$ cat src/rtl/gnss_search_engine.sv
// Acquisition search sequencer: sweeps a Doppler x code-phase grid for one SV.
// Each cell goes to an external correlator. The strongest cell is reported back.
module gnss_search_engine #(
    parameter int unsigned SV_W       = 6,
    parameter int unsigned MAG_W      = 32,
    parameter int          DOP_MIN    = -5000,
    parameter int          DOP_STEP   = 500,
    parameter int unsigned DOP_BINS   = 21,
    parameter int unsigned CODE_STEPS = 2046
) (
    input  logic              clk_i,
    input  logic              rst_i,
    input  logic              search_start_i,
    input  logic [SV_W-1:0]   search_sv_i,
    output logic              search_busy_o,
    output logic [31:0]       search_dop_o,
    output logic [31:0]       search_code_o,
    output logic [MAG_W-1:0]  search_peak_o,
    output logic              corr_start_o,
    output logic [SV_W-1:0]   corr_sv_o,
    output logic [31:0]       corr_dop_o,
    output logic [31:0]       corr_code_o,
    input  logic              corr_done_i,
    input  logic [MAG_W-1:0]  corr_mag_i
);

    localparam int unsigned DW = (DOP_BINS > 1) ? $clog2(DOP_BINS) : 1;
    localparam int unsigned CW = (CODE_STEPS > 1) ? $clog2(CODE_STEPS) : 1;
    localparam logic [DW-1:0] DOP_LAST  = DW'(DOP_BINS - 1);
    localparam logic [CW-1:0] CODE_LAST = CW'(CODE_STEPS - 1);

    typedef enum logic [1:0] {IDLE, ISSUE, WAIT, DONE} state_e;

    state_e             state_q, state_d;
    logic [SV_W-1:0]    sv_q, sv_d;
    logic [DW-1:0]      dop_idx_q, dop_idx_d;
    logic [CW-1:0]      code_idx_q, code_idx_d;
    logic [31:0]        corr_dop_q, corr_dop_d;
    logic [31:0]        corr_code_q, corr_code_d;
    logic [MAG_W-1:0]   best_mag_q, best_mag_d;
    logic [31:0]        best_dop_q, best_dop_d;
    logic [31:0]        best_code_q, best_code_d;
    logic [31:0]        res_dop_q, res_dop_d;
    logic [31:0]        res_code_q, res_code_d;
    logic [MAG_W-1:0]   res_peak_q, res_peak_d;
    logic               busy_q, busy_d;

    // Next-state logic: sweep sequencing, peak tracking and result publication.
    always_comb begin
        state_d     = state_q;
        sv_d        = sv_q;
        dop_idx_d   = dop_idx_q;
        code_idx_d  = code_idx_q;
        corr_dop_d  = corr_dop_q;
        corr_code_d = corr_code_q;
        best_mag_d  = best_mag_q;
        best_dop_d  = best_dop_q;
        best_code_d = best_code_q;
        res_dop_d   = res_dop_q;
        res_code_d  = res_code_q;
        res_peak_d  = res_peak_q;

        case (state_q)
            IDLE: begin
                if (search_start_i) begin
                    sv_d        = search_sv_i;
                    dop_idx_d   = '0;
                    code_idx_d  = '0;
                    corr_dop_d  = DOP_MIN;
                    corr_code_d = '0;
                    best_mag_d  = '0;
                    best_dop_d  = '0;
                    best_code_d = '0;
                    state_d     = ISSUE;
                end
            end
            ISSUE: state_d = WAIT;
            WAIT: begin
                if (corr_done_i) begin
                    // Strict compare: on ties the earlier cell wins.
                    if (corr_mag_i > best_mag_q) begin
                        best_mag_d  = corr_mag_i;
                        best_dop_d  = corr_dop_q;
                        best_code_d = corr_code_q;
                    end
                    if (dop_idx_q == DOP_LAST && code_idx_q == CODE_LAST) begin
                        state_d = DONE;
                    end else begin
                        state_d = ISSUE;
                        if (code_idx_q == CODE_LAST) begin
                            code_idx_d = '0;
                            dop_idx_d  = dop_idx_q + 1'b1;
                            // Running sum keeps the bin frequency without a multiplier.
                            corr_dop_d = corr_dop_q + DOP_STEP;
                        end else begin
                            code_idx_d = code_idx_q + 1'b1;
                        end
                        corr_code_d = 32'(code_idx_d);
                    end
                end
            end
            DONE: begin
                res_dop_d  = best_dop_q;
                res_code_d = best_code_q;
                res_peak_d = best_mag_q;
                state_d    = IDLE;
            end
            default: state_d = IDLE;
        endcase

        // Busy stays up one cycle past DONE so results are stable before it falls.
        busy_d = (state_d != IDLE) || (state_q == DONE);
    end

    // State and datapath registers with synchronous reset.
    always_ff @(posedge clk_i) begin
        if (rst_i) begin
            state_q     <= IDLE;
            sv_q        <= '0;
            dop_idx_q   <= '0;
            code_idx_q  <= '0;
            corr_dop_q  <= '0;
            corr_code_q <= '0;
            best_mag_q  <= '0;
            best_dop_q  <= '0;
            best_code_q <= '0;
            res_dop_q   <= '0;
            res_code_q  <= '0;
            res_peak_q  <= '0;
            busy_q      <= 1'b0;
        end else begin
            state_q     <= state_d;
            sv_q        <= sv_d;
            dop_idx_q   <= dop_idx_d;
            code_idx_q  <= code_idx_d;
            corr_dop_q  <= corr_dop_d;
            corr_code_q <= corr_code_d;
            best_mag_q  <= best_mag_d;
            best_dop_q  <= best_dop_d;
            best_code_q <= best_code_d;
            res_dop_q   <= res_dop_d;
            res_code_q  <= res_code_d;
            res_peak_q  <= res_peak_d;
            busy_q      <= busy_d;
        end
    end

    assign search_busy_o = busy_q;
    assign search_dop_o  = res_dop_q;
    assign search_code_o = res_code_q;
    assign search_peak_o = res_peak_q;
    assign corr_start_o  = (state_q == ISSUE);
    assign corr_sv_o     = sv_q;
    assign corr_dop_o    = corr_dop_q;
    assign corr_code_o   = corr_code_q;

endmodule

$ cat config.mk
export PLATFORM = sky130hd
export DESIGN_NAME = gnss_search_engine
export DESIGN_NICKNAME = d
export VERILOG_FILES = /design/src/rtl/gnss_search_engine.sv
export SDC_FILE = /design/constraint.sdc
export NUM_CORES = 1
export LEC_CHECK = 0
export ABC_AREA = 1
export CORE_ASPECT_RATIO = 1.25
export CORE_MARGIN = 2
export CORE_UTILIZATION = 48
export CTS_CLUSTER_DIAMETER = 50
export DETAILED_ROUTE_END_ITERATION = 8
export PLACE_DENSITY = 0.76
export SETUP_SLACK_MARGIN = 0.15
export SYNTH_ARGS = -nofsm -noshare
export SYNTH_HDL_FRONTEND = slang
export SYNTH_SLANG_ARGS = --single-unit
$ cat constraint.sdc
create_clock -name clk_i -period 2.2 [get_ports clk_i]
set_input_delay 0.22 -clock clk_i [delete_from_list [all_inputs] [get_ports clk_i]]
set_output_delay 0.22 -clock clk_i [all_outputs]
set_load 0.02 [all_outputs]
-- Word-level counts from Yosys, hierarchy flattened
Cells that the tools add are included.
- output and inout bits: 168
- word-level logic and storage cells: 68
- input port bits: 42
- register bits after elaboration: 281
- magnitude comparators: 1
- reductions and logical operators: 9
- multiplexer cells: 32
- $add $sub $neg: 3
- equal/unequal tests: 10
- operators by type and width (operator ; number):
    2-to-1 mux 32 bit ; 13
    case mux 32 bit (2 select lines) ; 5
    2-to-1 mux 11 bit ; 4
    adder 32 x 9 -> 32 bit, second input constant ; 1
    greater-than comparator 32 bit ; 1
    case mux 11 bit (2 select lines) ; 1
    2-to-1 mux 5 bit ; 4
    adder 11 x 1 -> 11 bit, second input constant ; 1
    equality test 11 bit, second input constant ; 1
    inequality test 2 bit, second input constant ; 5
    case mux 5 bit (2 select lines) ; 1
    case mux 2 bit (4 select lines) ; 1
    AND reduction 4 bit ; 2
    2-to-1 mux 2 bit ; 3
    adder 5 x 1 -> 5 bit, second input constant ; 1
    equality test 5 bit, second input constant ; 1
    AND reduction 5 bit ; 1
    equality test 2 bit, second input constant ; 2
    nonzero test 2 bit ; 2
    equality test 2 x 1 -> 1 bit, second input constant ; 1
    logical NOT 2 bit ; 1
    AND reduction 2 bit ; 1
    logical AND 1 bit ; 1
    logical OR 1 bit ; 1

-- Longest topological paths before layout
- depth after elaboration: 7
- mapped depth: 21
- mapped depth without buffers: 19

-- Worst setup path after synthesis
No wires, ideal clock.
- path kind: register to register
- start: register best_mag_q[21]
- end: register best_code_q[9]
- period minus slack after synthesis: 1.931 ns
- stages on the path, launching flop included: 17
- path slack: 0.269 ns
- data required time: 2.087 ns
- data arrival time: 1.818 ns
- cell sequence: dfxtp_1 > inv_1 > ha_1 > a21oi_1 > nor2_1 > nor2_1 > nand3_1 > a21oi_1 > nand2_1 > nand2_1 > nand2_2 > nand2_1 > buf_2 > buf_2 > nand2_1 > nand2_1 > nor2_1
- cells in the longest elaborated chain, start to end: 3
- RTL lines (item ; line ; text):
    start: declaration ; 40 ; logic [MAG_W-1:0] best_mag_q, best_mag_d;
    start signal: assignment ; 138 ; best_mag_q <= best_mag_d;
    greater-than comparator 32 bit ; 81 ; if (corr_mag_i > best_mag_q) begin
    inequality test 2 bit (no source line) ; - ;
    AND reduction 4 bit (no source line) ; - ;
    end signal: assignment ; 140 ; best_code_q <= best_code_d;
    end: declaration ; 42 ; logic [31:0] best_code_q, best_code_d;
No other way between the ends.
A chain may end at the register's enable or synchronous reset.

-- Worst setup path in the final report
- start: register best_mag_q[21]
- end: register best_mag_q[1]
- cells in the longest elaborated chain, start to end: 3
- RTL lines (item ; line):
    greater-than comparator 32 bit ; 81
    inequality test 2 bit (no source line) ; -
    AND reduction 4 bit (no source line) ; -
No other way between the ends.

==> metrics.log <==
INFO  metric outcome = complete, no violations
INFO  metric clkLatencyLatePin = 500 ps
INFO  metric number_of_pins_with_negative_max_slew_slack_in_the_final_report = 0
INFO  metric clkSlewWorstSetupHoldPaths = 60 ps
INFO  metric critPathLaunchType = flip-flop
INFO  metric min_period = 2130 ps
INFO  metric grt_first_pass_wirelength = around 42 mm
INFO  metric fp.coreArea = 0.0202 sq mm
INFO  metric finalCritPeriodShare = 96.8%
INFO  metric setup_repair_after_global_routing_missed_its_margin = yes
INFO  metric cts_root_buf = clkbuf_16
INFO  metric std_cell_rows = 58
INFO  metric drtAntennaViolNets = 0
INFO  metric placement.setup.worst_slack = -363 ps
INFO  metric numCtsBuffers = 21
INFO  metric drt_pass1_iterations = 4
INFO  metric yosys_warnings = 0
INFO  metric critPathArrivalTime = ~2500 ps
INFO  metric cp-end-kind = flip-flop
INFO  metric ir_drop = roughly 0.50 mV
INFO  metric skew = roughly 9.2 ps
INFO  metric tritoncts = done
INFO  metric most_frequently_used_flop_master_after_synthesis = dfxtp_1
INFO  metric timing.reg2reg.setup_slack = 70 ps
INFO  metric portBuffers = 163
INFO  metric setup_viol_count_final = 0
INFO  metric hold_viol = 0
INFO  metric setup_slack = 70.6 ps
INFO  metric timing.max_cap.violations = 0
INFO  metric critical-path-slowest-cell = dfxtp_2
INFO  metric cts-root-to-sink-buffers = 3
INFO  metric post_route_cells_drive_above_1_share = around 16%
INFO  metric worst_r2r_path_depth = 16
INFO  metric powerDensity = 849 mW/mm^2
INFO  metric grt_start_max_net_pins = 100
INFO  metric die_w = roughly 130 microns
INFO  metric max_clock_freq = 470 MHz
INFO  metric drt-wirelength-per-cell = around 15 microns
INFO  metric via_count_of_the_first_global_routing_pass = 8675
INFO  metric syn-instance-count = 1448
INFO  metric tritoncts_num_sinks = approximately 200
INFO  metric static-leakage-power = 0.00579 uW
INFO  metric vias_per_cell = 5.04
INFO  metric grtUsageTotal = 23.6%
INFO  metric critical_path.max_stage_delay = 320 ps
INFO  metric ys_ff_latch = 201
INFO  metric dp_hpwl = between 15 and 20 mm
INFO  metric synthDistinctLibCells = 42
INFO  metric overflow = 0
INFO  metric detail_route.drc_violations = 0
INFO  metric path_type_of_the_worst_setup_path = flip-flop to flip-flop
INFO  metric synth_top_cell_by_area = dfxtp_1
INFO  metric design.die.area = 0.0217 sq mm
INFO  metric worstPathRequired = between 2000 and 3000 ps
INFO  metric min-delay-path-class = primary input to flip-flop
INFO  metric via_count = 9635
INFO  metric slew_headroom = 44.2%
INFO  metric num-nets-final = 1705
INFO  metric worst_hold_path.num_cells = 3
INFO  metric antenna-diode-count = 0
INFO  metric critPathMaxFanout = 8
INFO  metric critical_path.cell_chain = inv_2 -> ha_4 -> a21oi_2 -> nor2_1 -> nor2_1 -> nand3_2 -> a21oi_4 -> nand2_1 -> nand2_2 -> nand2_2 -> nand2_4 -> buf_12 -> clkbuf_16 -> nand2_2 -> nand2_1 -> nor2_1
INFO  metric finalWeightedCongestion = 0.871
INFO  metric detail_route.wirelength = approximately 28 mm
INFO  metric floorplan.io_pins = 210
INFO  metric detailedRoute.firstIterationViolations = ~660
INFO  metric h_tree_depth = 1
INFO  metric synthTopCellsByArea = dfxtp_1 41%, nand2_1 11%, nor2_1 10%, a21oi_1 6.9%, inv_1 6.8%
INFO  metric postSynth.asyncResetShare = 0%
INFO  metric syn-mean-instance-area = 6.81 sq um
INFO  metric starting_density_of_the_core = 48.9%
INFO  metric finalSetupTns = 0 ps
INFO  metric mappedNetlistArea = 0.00986 sq mm
INFO  metric synth-edff-count = 0
INFO  metric sequential_cell_area_fraction_in_the_yosys_report = a little over 40%
INFO  metric antenna_found_initial = 0
INFO  metric die_height = 164 microns
INFO  metric areaGrowthSynthToFinish = 36.4%
INFO  metric pin_slew_with_the_least_headroom_to_its_limit = 837 ps
INFO  metric portion_of_synthesized_cell_area_occupied_by_the_leading_cell_type = 40.8%
[final timing paths]
path / from / endpoint
max reg2reg: best_mag_q[21] / best_mag_q[1]
min: search_sv_i[5] / corr_sv_o[5]
max: best_mag_q[21] / best_mag_q[1]
min reg2reg: best_dop_q[27] / search_dop_o[27]
[sequential cells by signal (all words and copies together) (netlist names)]
register,flops
best_code_q,11
best_dop_q,30
best_mag_q,32
corr_code_o,11
corr_dop_o,30
corr_sv_o,6
dop_idx_q,5
search_busy_o,1
search_code_o,11
search_dop_o,30
search_peak_o,32
state_q,2
[cell usage in the layout (no fill, tap or decap), types with 4 or more instances in the layout]
master,synthesis,final
buf_12,0,7
nor3_1,16,16
o21ai_1,3,5
inv_1,178,164
a31oi_1,5,5
or2_2,4,4
nand4_1,15,15
clkinv_2,0,7
ha_4,0,19
inv_2,4,16
clkbuf_16,0,29
dfxtp_1,201,192
a21oi_2,0,5
nor2_4,1,6
nand2_1,276,220
nand3_1,41,40
clkdlybuf4s50_1,0,162
a21oi_1,135,129
o21ai_0,106,104
nor2_2,1,32
buf_4,47,38
conb_1,1,46
nand2_2,2,44
ha_1,37,18
nor2_1,274,238
nand2_4,3,16
xor2_1,13,13
dfxtp_2,0,9
[Yosys cell counts, drive strengths merged, types with 2 or more instances]
cell       n
o21ai    109
or2        6
a31oi      5
nor3      16
nand2    281
xor2      13
nor4       3
nand3     41
ha        37
a211oi     3
nor2     277
o2111ai    2
buf       66
dfxtp    201
clkbuf    46
a21oi    135
nand4     15
inv      183
[per-stage QoR]
| step | total power, uW | cell area, sq um | cells | hold WS [ps] | util [%] |
|---|---|---|---|---|---|
| 2_1_floorplan | 6110 | 10000 | 1493 | 355 | - |
| 3_3_place_gp | 6960 | 11800 | 1854 | 440 | 58.3 |
| 3_5_place_dp | 7020 | 11800 | 1854 | 441 | 58.3 |
| 4_1_cts | 10900 | 12600 | 1896 | 310 | 62.7 |
| 5_1_grt | 12000 | 13500 | 1910 | 354 | 66.7 |
| 6_report | 11400 | 13500 | 1910 | 321 | 66.7 |
[power by group]
part / switching (uW) / internal (uW)
registers: 266 / 4020
clock network: 1480 / 2210
logic: 2000 / 1460
[area by class of cell]
type                       instances  area (sq um)
fill                            1727          6720
multi-input combinational        996          5290
sequential                       201          4040
timing repair buffer             222          2380
inverter                         184           699
clock buffer                      26           574
tap                              270           338
clock inverter                    11           136
[what timing repair did]
action / CTS / global route
setup buffers: 3 / 5
hold buffers: 0 / 0
cloned: 2 / 9
resized for setup: 24 / 149
endpoints found under the setup margin: 74 / 98
pin swaps: 0 / 17
[metal layers]
metal / wire length, microns / vias to the layer above / part of all wire, % / track usage [%]
li1: - / 4825 / - / -
met1: 11900 / 4467 / 42 / 29.6
met2: 14100 / 287 / 50 / 41.4
met3: 1350 / 56 / 4.8 / 2.65
met4: 969 / 0 / 3.4 / 9.48
met5: 0 / - / 0 / 0
[logic make-up (layout without fill, tap and decap cells)]
| logic type | count (synthesis) | count (layout) | share of synthesized area (%) |
|---|---|---|---|
| buffers and inverters | 296 | 443 | 13.4 |
| DFF | 201 | 201 | 40.8 |
| AOI/OAI and AO/OA | 259 | 259 | 13.6 |
| adders and majority gates | 37 | 37 | 4.69 |
| xor gates and xnor gates | 13 | 13 | 1.15 |
| other | 1 | 46 | 0.0380 |
| and+or+nand+nor | 641 | 641 | 26.4 |
[critical path, delay by kind of cell, from the launching register on]
kind                       cells  cell delay [ps]
AOI/OAI and AO/OA              2              290
DFF                            1              320
adders and majority gates      1              250
buffers and inverters          3              390
and+or+nand+nor               10              770
Note: power is estimated with default switching activity, not from simulation.
